==> config.mk <==
export PLATFORM = sky130hd
export DESIGN_NAME = fetch_unit_flat
export DESIGN_NICKNAME = d
export VERILOG_FILES = /design/src/rtl/fetch_unit_if.sv /design/src/rtl/fetch_unit.sv /design/src/flat_wrapper.sv
export SDC_FILE = /design/constraint.sdc
export NUM_CORES = 1
export LEC_CHECK = 0
export ABC_AREA = 1
export CORE_UTILIZATION = 53
export DETAILED_ROUTE_END_ITERATION = 8
export GPL_TIMING_DRIVEN = 0
export PLACE_DENSITY = 0.92
export SYNTH_ARGS = -nofsm -noshare
export SYNTH_HDL_FRONTEND = slang
export SYNTH_SLANG_ARGS = --single-unit
==> constraint.sdc <==
create_clock -name clk_i -period 6.2 [get_ports clk_i]
set_clock_uncertainty 0.15 [all_clocks]
set_input_delay 1.86 -clock clk_i [delete_from_list [all_inputs] [get_ports clk_i]]
set_output_delay 1.86 -clock clk_i [all_outputs]
set_load 0.005 [all_outputs]
==> src/rtl/fetch_unit_if.sv <==
// Bus bundle for the fetch stage: instruction-memory req/ack port and the
// valid/ready instruction stream toward decode.
interface fetch_unit_if;
  logic        mem_req;
  logic [31:0] mem_addr;
  logic        mem_ack;
  logic [31:0] mem_data;
  logic        instr_valid;
  logic [31:0] instr;
  logic [31:0] instr_pc;
  logic        instr_ready;

  modport master (
    output mem_req, mem_addr, instr_valid, instr, instr_pc,
    input  mem_ack, mem_data, instr_ready
  );

  modport slave (
    input  mem_req, mem_addr, instr_valid, instr, instr_pc,
    output mem_ack, mem_data, instr_ready
  );
endinterface

==> src/rtl/fetch_unit.sv <==
// Instruction fetch stage: owns the fetch PC, issues one outstanding word read
// at a time and buffers returned words with their PCs in a small circular queue.
module fetch_unit #(
  parameter logic [31:0] RESET_PC = 32'h0000_0000,
  parameter int          DEPTH    = 2
) (
  input  logic        clk_i,
  input  logic        rst_i,
  input  logic        start_i,
  input  logic        redirect_i,
  input  logic [31:0] redirect_pc_i,
  fetch_unit_if.master bus
);

  localparam int PTRW = $clog2(DEPTH);
  localparam int CNTW = PTRW + 1;

  typedef enum logic [1:0] {IDLE, REQ, DISCARD} state_e;

  state_e            state_q;
  logic [31:0]       fpc_q;
  logic [31:0]       addr_q;
  logic              memReq_q;
  logic [PTRW-1:0]   wrPtr_q;
  logic [PTRW-1:0]   rdPtr_q;
  logic [CNTW-1:0]   count_q;
  logic [CNTW-1:0]   count_d;
  logic [31:0]       instrMem [DEPTH];
  logic [31:0]       pcMem    [DEPTH];

  logic [31:0] target;
  logic [31:0] ackPc;
  logic        ackTaken;
  logic        push;
  logic        pop;
  logic        space;
  logic        go;

  // A new request is only allowed if the queue can still hold its word after
  // this cycle's push/pop settle.
  always_comb begin
    target   = redirect_pc_i & 32'hFFFF_FFFC;
    ackTaken = (state_q != IDLE) && bus.mem_ack;
    push     = (state_q == REQ) && ackTaken && !redirect_i;
    pop      = (count_q != '0) && bus.instr_ready;
    count_d  = count_q;
    if (redirect_i) begin
      count_d = '0;
    end else begin
      case ({push, pop})
        2'b10:   count_d = count_q + CNTW'(1);
        2'b01:   count_d = count_q - CNTW'(1);
        default: count_d = count_q;
      endcase
    end
    space = count_d < CNTW'(DEPTH);
    go    = start_i && space;
    if (redirect_i)
      ackPc = target;
    else if (state_q == REQ)
      ackPc = fpc_q + 32'd4;
    else
      ackPc = fpc_q;
  end

  // addr_q is frozen while a request is outstanding so a redirect never
  // disturbs the address the memory is currently serving.
  always_ff @(posedge clk_i or posedge rst_i) begin
    if (rst_i) begin
      state_q  <= IDLE;
      fpc_q    <= RESET_PC;
      addr_q   <= RESET_PC;
      memReq_q <= 1'b0;
    end else begin
      case (state_q)
        IDLE: begin
          if (redirect_i) begin
            fpc_q  <= target;
            addr_q <= target;
          end else if (go) begin
            state_q  <= REQ;
            memReq_q <= 1'b1;
          end
        end
        REQ, DISCARD: begin
          if (ackTaken) begin
            fpc_q    <= ackPc;
            addr_q   <= ackPc;
            state_q  <= go ? REQ : IDLE;
            memReq_q <= go;
          end else if (redirect_i) begin
            fpc_q   <= target;
            state_q <= DISCARD;
          end
        end
        default: begin
          state_q  <= IDLE;
          memReq_q <= 1'b0;
        end
      endcase
    end
  end

  always_ff @(posedge clk_i or posedge rst_i) begin
    if (rst_i) begin
      count_q <= '0;
      wrPtr_q <= '0;
      rdPtr_q <= '0;
    end else begin
      count_q <= count_d;
      if (redirect_i) begin
        wrPtr_q <= '0;
        rdPtr_q <= '0;
      end else begin
        if (push) wrPtr_q <= wrPtr_q + PTRW'(1);
        if (pop)  rdPtr_q <= rdPtr_q + PTRW'(1);
      end
    end
  end

  always_ff @(posedge clk_i) begin
    if (push) begin
      instrMem[wrPtr_q] <= bus.mem_data;
      pcMem[wrPtr_q]    <= addr_q;
    end
  end

  // Head outputs are forced to zero when empty so they never expose stale entries.
  assign bus.mem_req     = memReq_q;
  assign bus.mem_addr    = addr_q;
  assign bus.instr_valid = (count_q != '0);
  assign bus.instr       = (count_q != '0) ? instrMem[rdPtr_q] : 32'h0;
  assign bus.instr_pc    = (count_q != '0) ? pcMem[rdPtr_q]    : 32'h0;

endmodule

==> src/flat_wrapper.sv <==
// flat-port wrapper written by rule: the top's interface ports become plain ports
module fetch_unit_flat 
#(
  parameter logic [31:0] RESET_PC = 32'h0000_0000,
  parameter int          DEPTH    = 2
)
  (clk_i, rst_i, start_i, redirect_i, redirect_pc_i, bus_mem_req, bus_mem_addr, bus_instr_valid, bus_instr, bus_instr_pc, bus_mem_ack, bus_mem_data, bus_instr_ready);
  fetch_unit_if bus_i ();
  input  logic clk_i;
  input  logic rst_i;
  input  logic start_i;
  input  logic redirect_i;
  input  logic [31:0] redirect_pc_i;
  output wire logic [$bits(bus_i.mem_req)-1:0] bus_mem_req;
  output wire logic [$bits(bus_i.mem_addr)-1:0] bus_mem_addr;
  output wire logic [$bits(bus_i.instr_valid)-1:0] bus_instr_valid;
  output wire logic [$bits(bus_i.instr)-1:0] bus_instr;
  output wire logic [$bits(bus_i.instr_pc)-1:0] bus_instr_pc;
  input wire logic [$bits(bus_i.mem_ack)-1:0] bus_mem_ack;
  input wire logic [$bits(bus_i.mem_data)-1:0] bus_mem_data;
  input wire logic [$bits(bus_i.instr_ready)-1:0] bus_instr_ready;
  assign bus_mem_req = bus_i.mem_req;
  assign bus_mem_addr = bus_i.mem_addr;
  assign bus_instr_valid = bus_i.instr_valid;
  assign bus_instr = bus_i.instr;
  assign bus_instr_pc = bus_i.instr_pc;
  assign bus_i.mem_ack = bus_mem_ack;
  assign bus_i.mem_data = bus_mem_data;
  assign bus_i.instr_ready = bus_instr_ready;
  fetch_unit #(.RESET_PC(RESET_PC), .DEPTH(DEPTH)) u_core (.clk_i(clk_i), .rst_i(rst_i), .start_i(start_i), .redirect_i(redirect_i), .redirect_pc_i(redirect_pc_i), .bus(bus_i));
endmodule
# == Word-level counts from Yosys, hierarchy flattened ==
# Memory sizes are Yosys's and may differ from the RTL's.
# Cells that the tools add are included.
# word_totals
output_inout_bits,98
mem_bits_rw,128
regBits,71
memories,2
in_bits,70
wordCells,68
# mem_list
name,words,word_bits,rd,rd_clocked_by_memory_dff,write_ports,line_no,source
u_core.instrMem,2,32,1,0,1,fetch_unit.sv:28,logic [31:0] instrMem [DEPTH];
u_core.pcMem,2,32,1,0,1,fetch_unit.sv:29,logic [31:0] pcMem [DEPTH];
# op_classes
reduce_logical,16
add_sub_neg,5
magnitude_cmp,1
n_eq_ne,9
n_mux,28
# ops
op,n
32-bit two-way mux,8
32-bit case mux with 2 select lines,2
"32-bit by 3-bit adder with 32-bit output, second input constant",1
1-bit two-way mux,10
2-bit two-way mux,5
2-bit nonzero test,5
3-bit AND reduction,3
2-bit case mux with 2 select lines,2
1-bit logical AND,5
"2-bit by 1-bit == test with 1-bit output, second input constant",2
"2-bit == test, second input constant",2
"2-bit by 1-bit inequality test with 1-bit output, second input constant",2
"2-bit inequality test, second input constant",2
"3-bit by 2-bit inequality test with 1-bit output, second input constant",1
"1-bit adder, second input constant",2
"2-bit by 1-bit adder with 2-bit output, second input constant",1
2-bit logical NOT,1
"2-bit less-than comparator, second input constant",1
1-bit case mux with 2 select lines,1
2-bit OR reduction,1
"2-bit by 1-bit subtractor with 2-bit output, second input constant",1
1-bit logical NOT,1

# == Logic depth before layout (Yosys ltp) ==
# depth
depth_word,12
depth_mapped,20

# == Least setup slack after synthesis ==
# Ideal clock, no wire load.
# synth_path
kind,input to register
startpoint,input redirect_i
endpoint,memory u_core.instrMem[0][0] (enable)
slack_ps,317
arrival_ps,5246
cell_stages,6
cell_sequence,buf_2 -> buf_2 -> clkbuf_1 -> nor2_1 -> inv_1 -> nor2_1
# synth_between
elab_chain_cells,4
# synth_rtl
item,line_no,source
"start, declared",flat_wrapper.sv:12,input logic redirect_i;
1-bit logical NOT,fetch_unit.sv:44,push = (state_q == REQ) && ackTaken && !redirect_i;
1-bit logical AND,fetch_unit.sv:44,
1-bit two-way mux,fetch_unit.sv:122,if (push) begin
1-bit two-way mux (implied by the code),fetch_unit.sv:123,instrMem[wrPtr_q] <= bus.mem_data;
"end, declared",fetch_unit.sv:28,
# No other way between the ends.

# == Worst setup path after layout ==
# layout_path
startpoint,register u_core.rdPtr_q
endpoint,output bus_instr_pc[15]
# layout_between
elab_chain_cells,2
# layout_rtl
item,line_no,source
"start, declared",fetch_unit.sv:25,logic [PTRW-1:0] rdPtr_q;
"start signal, assigned",fetch_unit.sv:116,if (pop) rdPtr_q <= rdPtr_q + PTRW'(1);
memory read 2 x 32 bit,n/a,
32-bit two-way mux,fetch_unit.sv:133,assign bus.instr_pc = (count_q != '0) ? pcMem[rdPtr_q] : 32'h0;
"end, declared",flat_wrapper.sv:18,output wire logic [$bits(bus_i.instr_pc)-1:0] bus_instr_pc;
# No other way between the ends.

==> flow_metrics.tcl <==
set metrics [dict create \
    run_status "finished clean" \
    type_of_the_most_critical_hold_path "flop to flop" \
    layout_min_cycle_time_ns 4.65 \
    area.growth.synth_to_final_pct 27.6 \
    multi_input_area_um2 3500 \
    layout.nets 1334 \
    clkTransAtPathRegs_ns 0.08 \
    switchingPower_mw 2.15 \
    final_layout_size_suffix_gt1_share_pct 7.55 \
    worstPathArrival_ns 2.64 \
    grt_usage_pct 32.5 \
    peakVddDrop_v 0.000273 \
    synth_flop_cell "edfxtp_1" \
    dp_worst_setup_slack_ns 1.62 \
    post-route-worst-setup-slack_ns 1.55 \
    grt_setup_unrepaired "false" \
    crit_start "u_core.rdPtr_q" \
    cts.hold.buffers_added 0 \
    regToRegEndpoint "u_core.bus.mem_req" \
    first_iter_violations 1130 \
    powerDensity_nw_per_um2 428 \
    p_int_mw 3.11 \
    fmaxAchievable_mhz 215 \
    drc_viols 0 \
    die-width_um 137 \
    area.sequential_um2 5620 \
    clock_sinks 199 \
    routabilityCongestion 0.997 \
    seq_area_frac_synth_pct 58.4 \
    design.portCount 168 \
    tritoncts "yes" \
    grt_antenna_before_repair 0 \
    ant_nets 0 \
    mappedNetlistArea_um2 9630 \
    setup.worst_path.start_class "flop" \
    cp.required_ns 4.19 \
    tightestPinTransition_ns 0.746 \
    antenna_cells 0 \
    combPwrFrac_pct 39.4 \
    resized_cells_post_cts 0 \
    nFillCells 1295 \
    setup_slack_reg_to_reg_ns 3.18 \
    r2r_start "u_core.state_q[0]" \
    synthCells 1070 \
    worstRegToRegCells 19 \
    cts-root-to-sink-buffers 2 \
    synth-seq-cells 199 \
    detail_route.wl_per_cell_um 19.8 \
    htreeDepth 4 \
    core-area_um2 17500 \
    first_pass_grt_wire_length_mm 45.0 \
    die-height_um 137 \
    root_buffer "clkbuf_16" \
    synth_top_cell_by_area "edfxtp_1" \
    pwr-share-clk_pct 22.0 \
    first_global_vias 8194 \
    synthTopCellsByArea "edfxtp_1 40%, dfrtp_1 18%, nand2_1 12%, a21oi_1 7.4%, nor2_1 4.1%" \
    whs_endpoint "u_core.bus.mem_req" \
    hold_viol 0 \
    grt_start_max_net_pins 49 \
    design.die.area_um2 18700 \
    drv_slew 0 \
    seqPwrFrac_pct 38.5 \
    clk-insertion-delay-late_ns 0.45 \
    grt-ovfl-total 0 \
    cp_max_fo 10 \
    final_core_utilization_pct 70.1 \
    syn_nets 1146 \
    postCtsSetupBuffers 0 \
    hpwlAfterDp_mm 21.2 \
    worst_slew_margin_pct 50.3 \
    post-synth-top-count-cell "nand2_1" \
    cap_viol_max_count 0 \
    setup.worst_path.end_class "output pin" \
    leading_cell_types_by_count_after_synthesis "302 x nand2_1, 143 x a21oi_1, 128 x edfxtp_1" \
    ys_warn_count 0 \
    post-route-period-util_pct 75.0 \
    floorplan.initialDensity_pct 54.9 \
    synth_edf_count 128 \
    launch_instance_of_the_worst_min_delay_path "u_core.bus.mem_req" \
    hold_path_depth 2 \
    port_buf_inserts 164 \
    tritoncts.num_buffers 17 \
    timing.setup.critical_path_class "flop to output pin" \
    power_leakage_nw 4.94 \
    final.hold.worst_slack_ns 0.342 \
    drt_pass1_iterations 6 \
    average_footprint_of_a_synthesized_cell_um2 9.00 \
    final-setup-viol-count 0 \
    ys_async_sr_fraction_pct 35.7 \
    rows 48 \
    synth_top_cell_area_share_pct 39.9 \
    switching_power_as_a_share_of_total_power_pct 40.9 \
    wl_mm 29.7 \
    route.detailed.vias_per_inst 5.80 \
    detailroute.via_count 8675 \
    yosys.cell_types.count 39 \
]
==> layer usage <==
| layer | routed length, µm | track usage [%] | vias to the layer above |
|---|---|---|---|
| met5 | 0 | 0 | - |
| li1 | - | - | 3992 |
| met3 | 3360 | 7.67 | 108 |
| met4 | 1070 | 12.9 | 0 |
| met2 | 14100 | 53.6 | 564 |
| met1 | 11200 | 41.4 | 4011 |
==> flip-flops by register name, indices dropped and copies added (netlist names) <==
name	flops
u_core.bus.mem_addr	32
u_core.bus.mem_req	1
u_core.count_q	2
u_core.fpc_q	32
u_core.instrMem	64
u_core.pcMem	64
u_core.rdPtr_q	1
u_core.state_q	2
u_core.wrPtr_q	1
==> worst max path at each step <==
stage,cells after the start,endpoint,slack [ns]
global placement,9,u_core.pcMem[0][17],-1.60
CTS,5,bus_instr_pc[29],1.58
finish,5,bus_instr_pc[15],1.55
global route,5,bus_instr_pc[29],1.44
detailed placement,19,u_core.bus.mem_req,1.62
floorplan,6,u_core.instrMem[0][0],0.32
==> area by class of cell <==
| class | instances | share of cell area, % |
|---|---|---|
| buffer | 58 | 2.00 |
| sequential | 199 | 45.7 |
| clock buffer | 17 | 3.46 |
| clock inverter | 15 | 1.53 |
| tap | 225 | 2.29 |
| timing repair buffer | 169 | 14.2 |
| inverter | 73 | 2.26 |
| multi-input combinational | 740 | 28.5 |
==> logic make-up after synthesis <==
group / synth area share (%)
fa+ha+maj: 0.780
flops: 58.4
compound gates: 12.8
buf+inv: 5.41
simple gates: 22.6
==> power groups by stage <==
stage / logic, mW / clock network [mW] / registers [mW]
floorplan: 1.18 / 0 / 1.96
global placement: 1.94 / 0 / 2.03
detailed placement: 2.02 / 0 / 2.04
CTS: 2.04 / 1.16 / 2.02
global route: 2.26 / 1.21 / 2.06
finish: 2.08 / 1.16 / 2.03
==> per-stage QoR <==
stage          setup TNS [ns]  cells  area, µm²  power, mW
5_1_grt                     0   1496      12300       5.53
6_report                    0   1496      12300       5.26
4_1_cts                     0   1496      12300       5.21
2_1_floorplan               0   1070       9630       3.14
3_3_place_gp          -191.59   1459      11600       3.98
3_5_place_dp                0   1464      11700       4.05
==> worst max-delay path, cell delays in order, from the launching register on <==
cell             delay [ns]
dfrtp_1                0.42
clkbuf_1               0.41
clkbuf_1               0.43
nand2_1                0.14
a21oi_1                0.23
clkdlybuf4s50_1        0.55
==> placed cells by master (no fill, tap or decap), drive strengths merged <==
cell           count
a31oi              5
o2111ai            1
a22oi              8
clkinv             6
buf               29
nand3             61
nor3               3
o311a              1
bufinv             1
dfrtp             71
a21boi             2
ha                 6
clkbuf            51
o211ai             8
edfxtp           128
nand3b             1
o221ai             1
o21ai             53
nor2             113
nand4             16
inv               81
a21oi            146
clkdlybuf4s50    164
o22ai              2
nand2            313
Power figures use the tool's default switching activity.
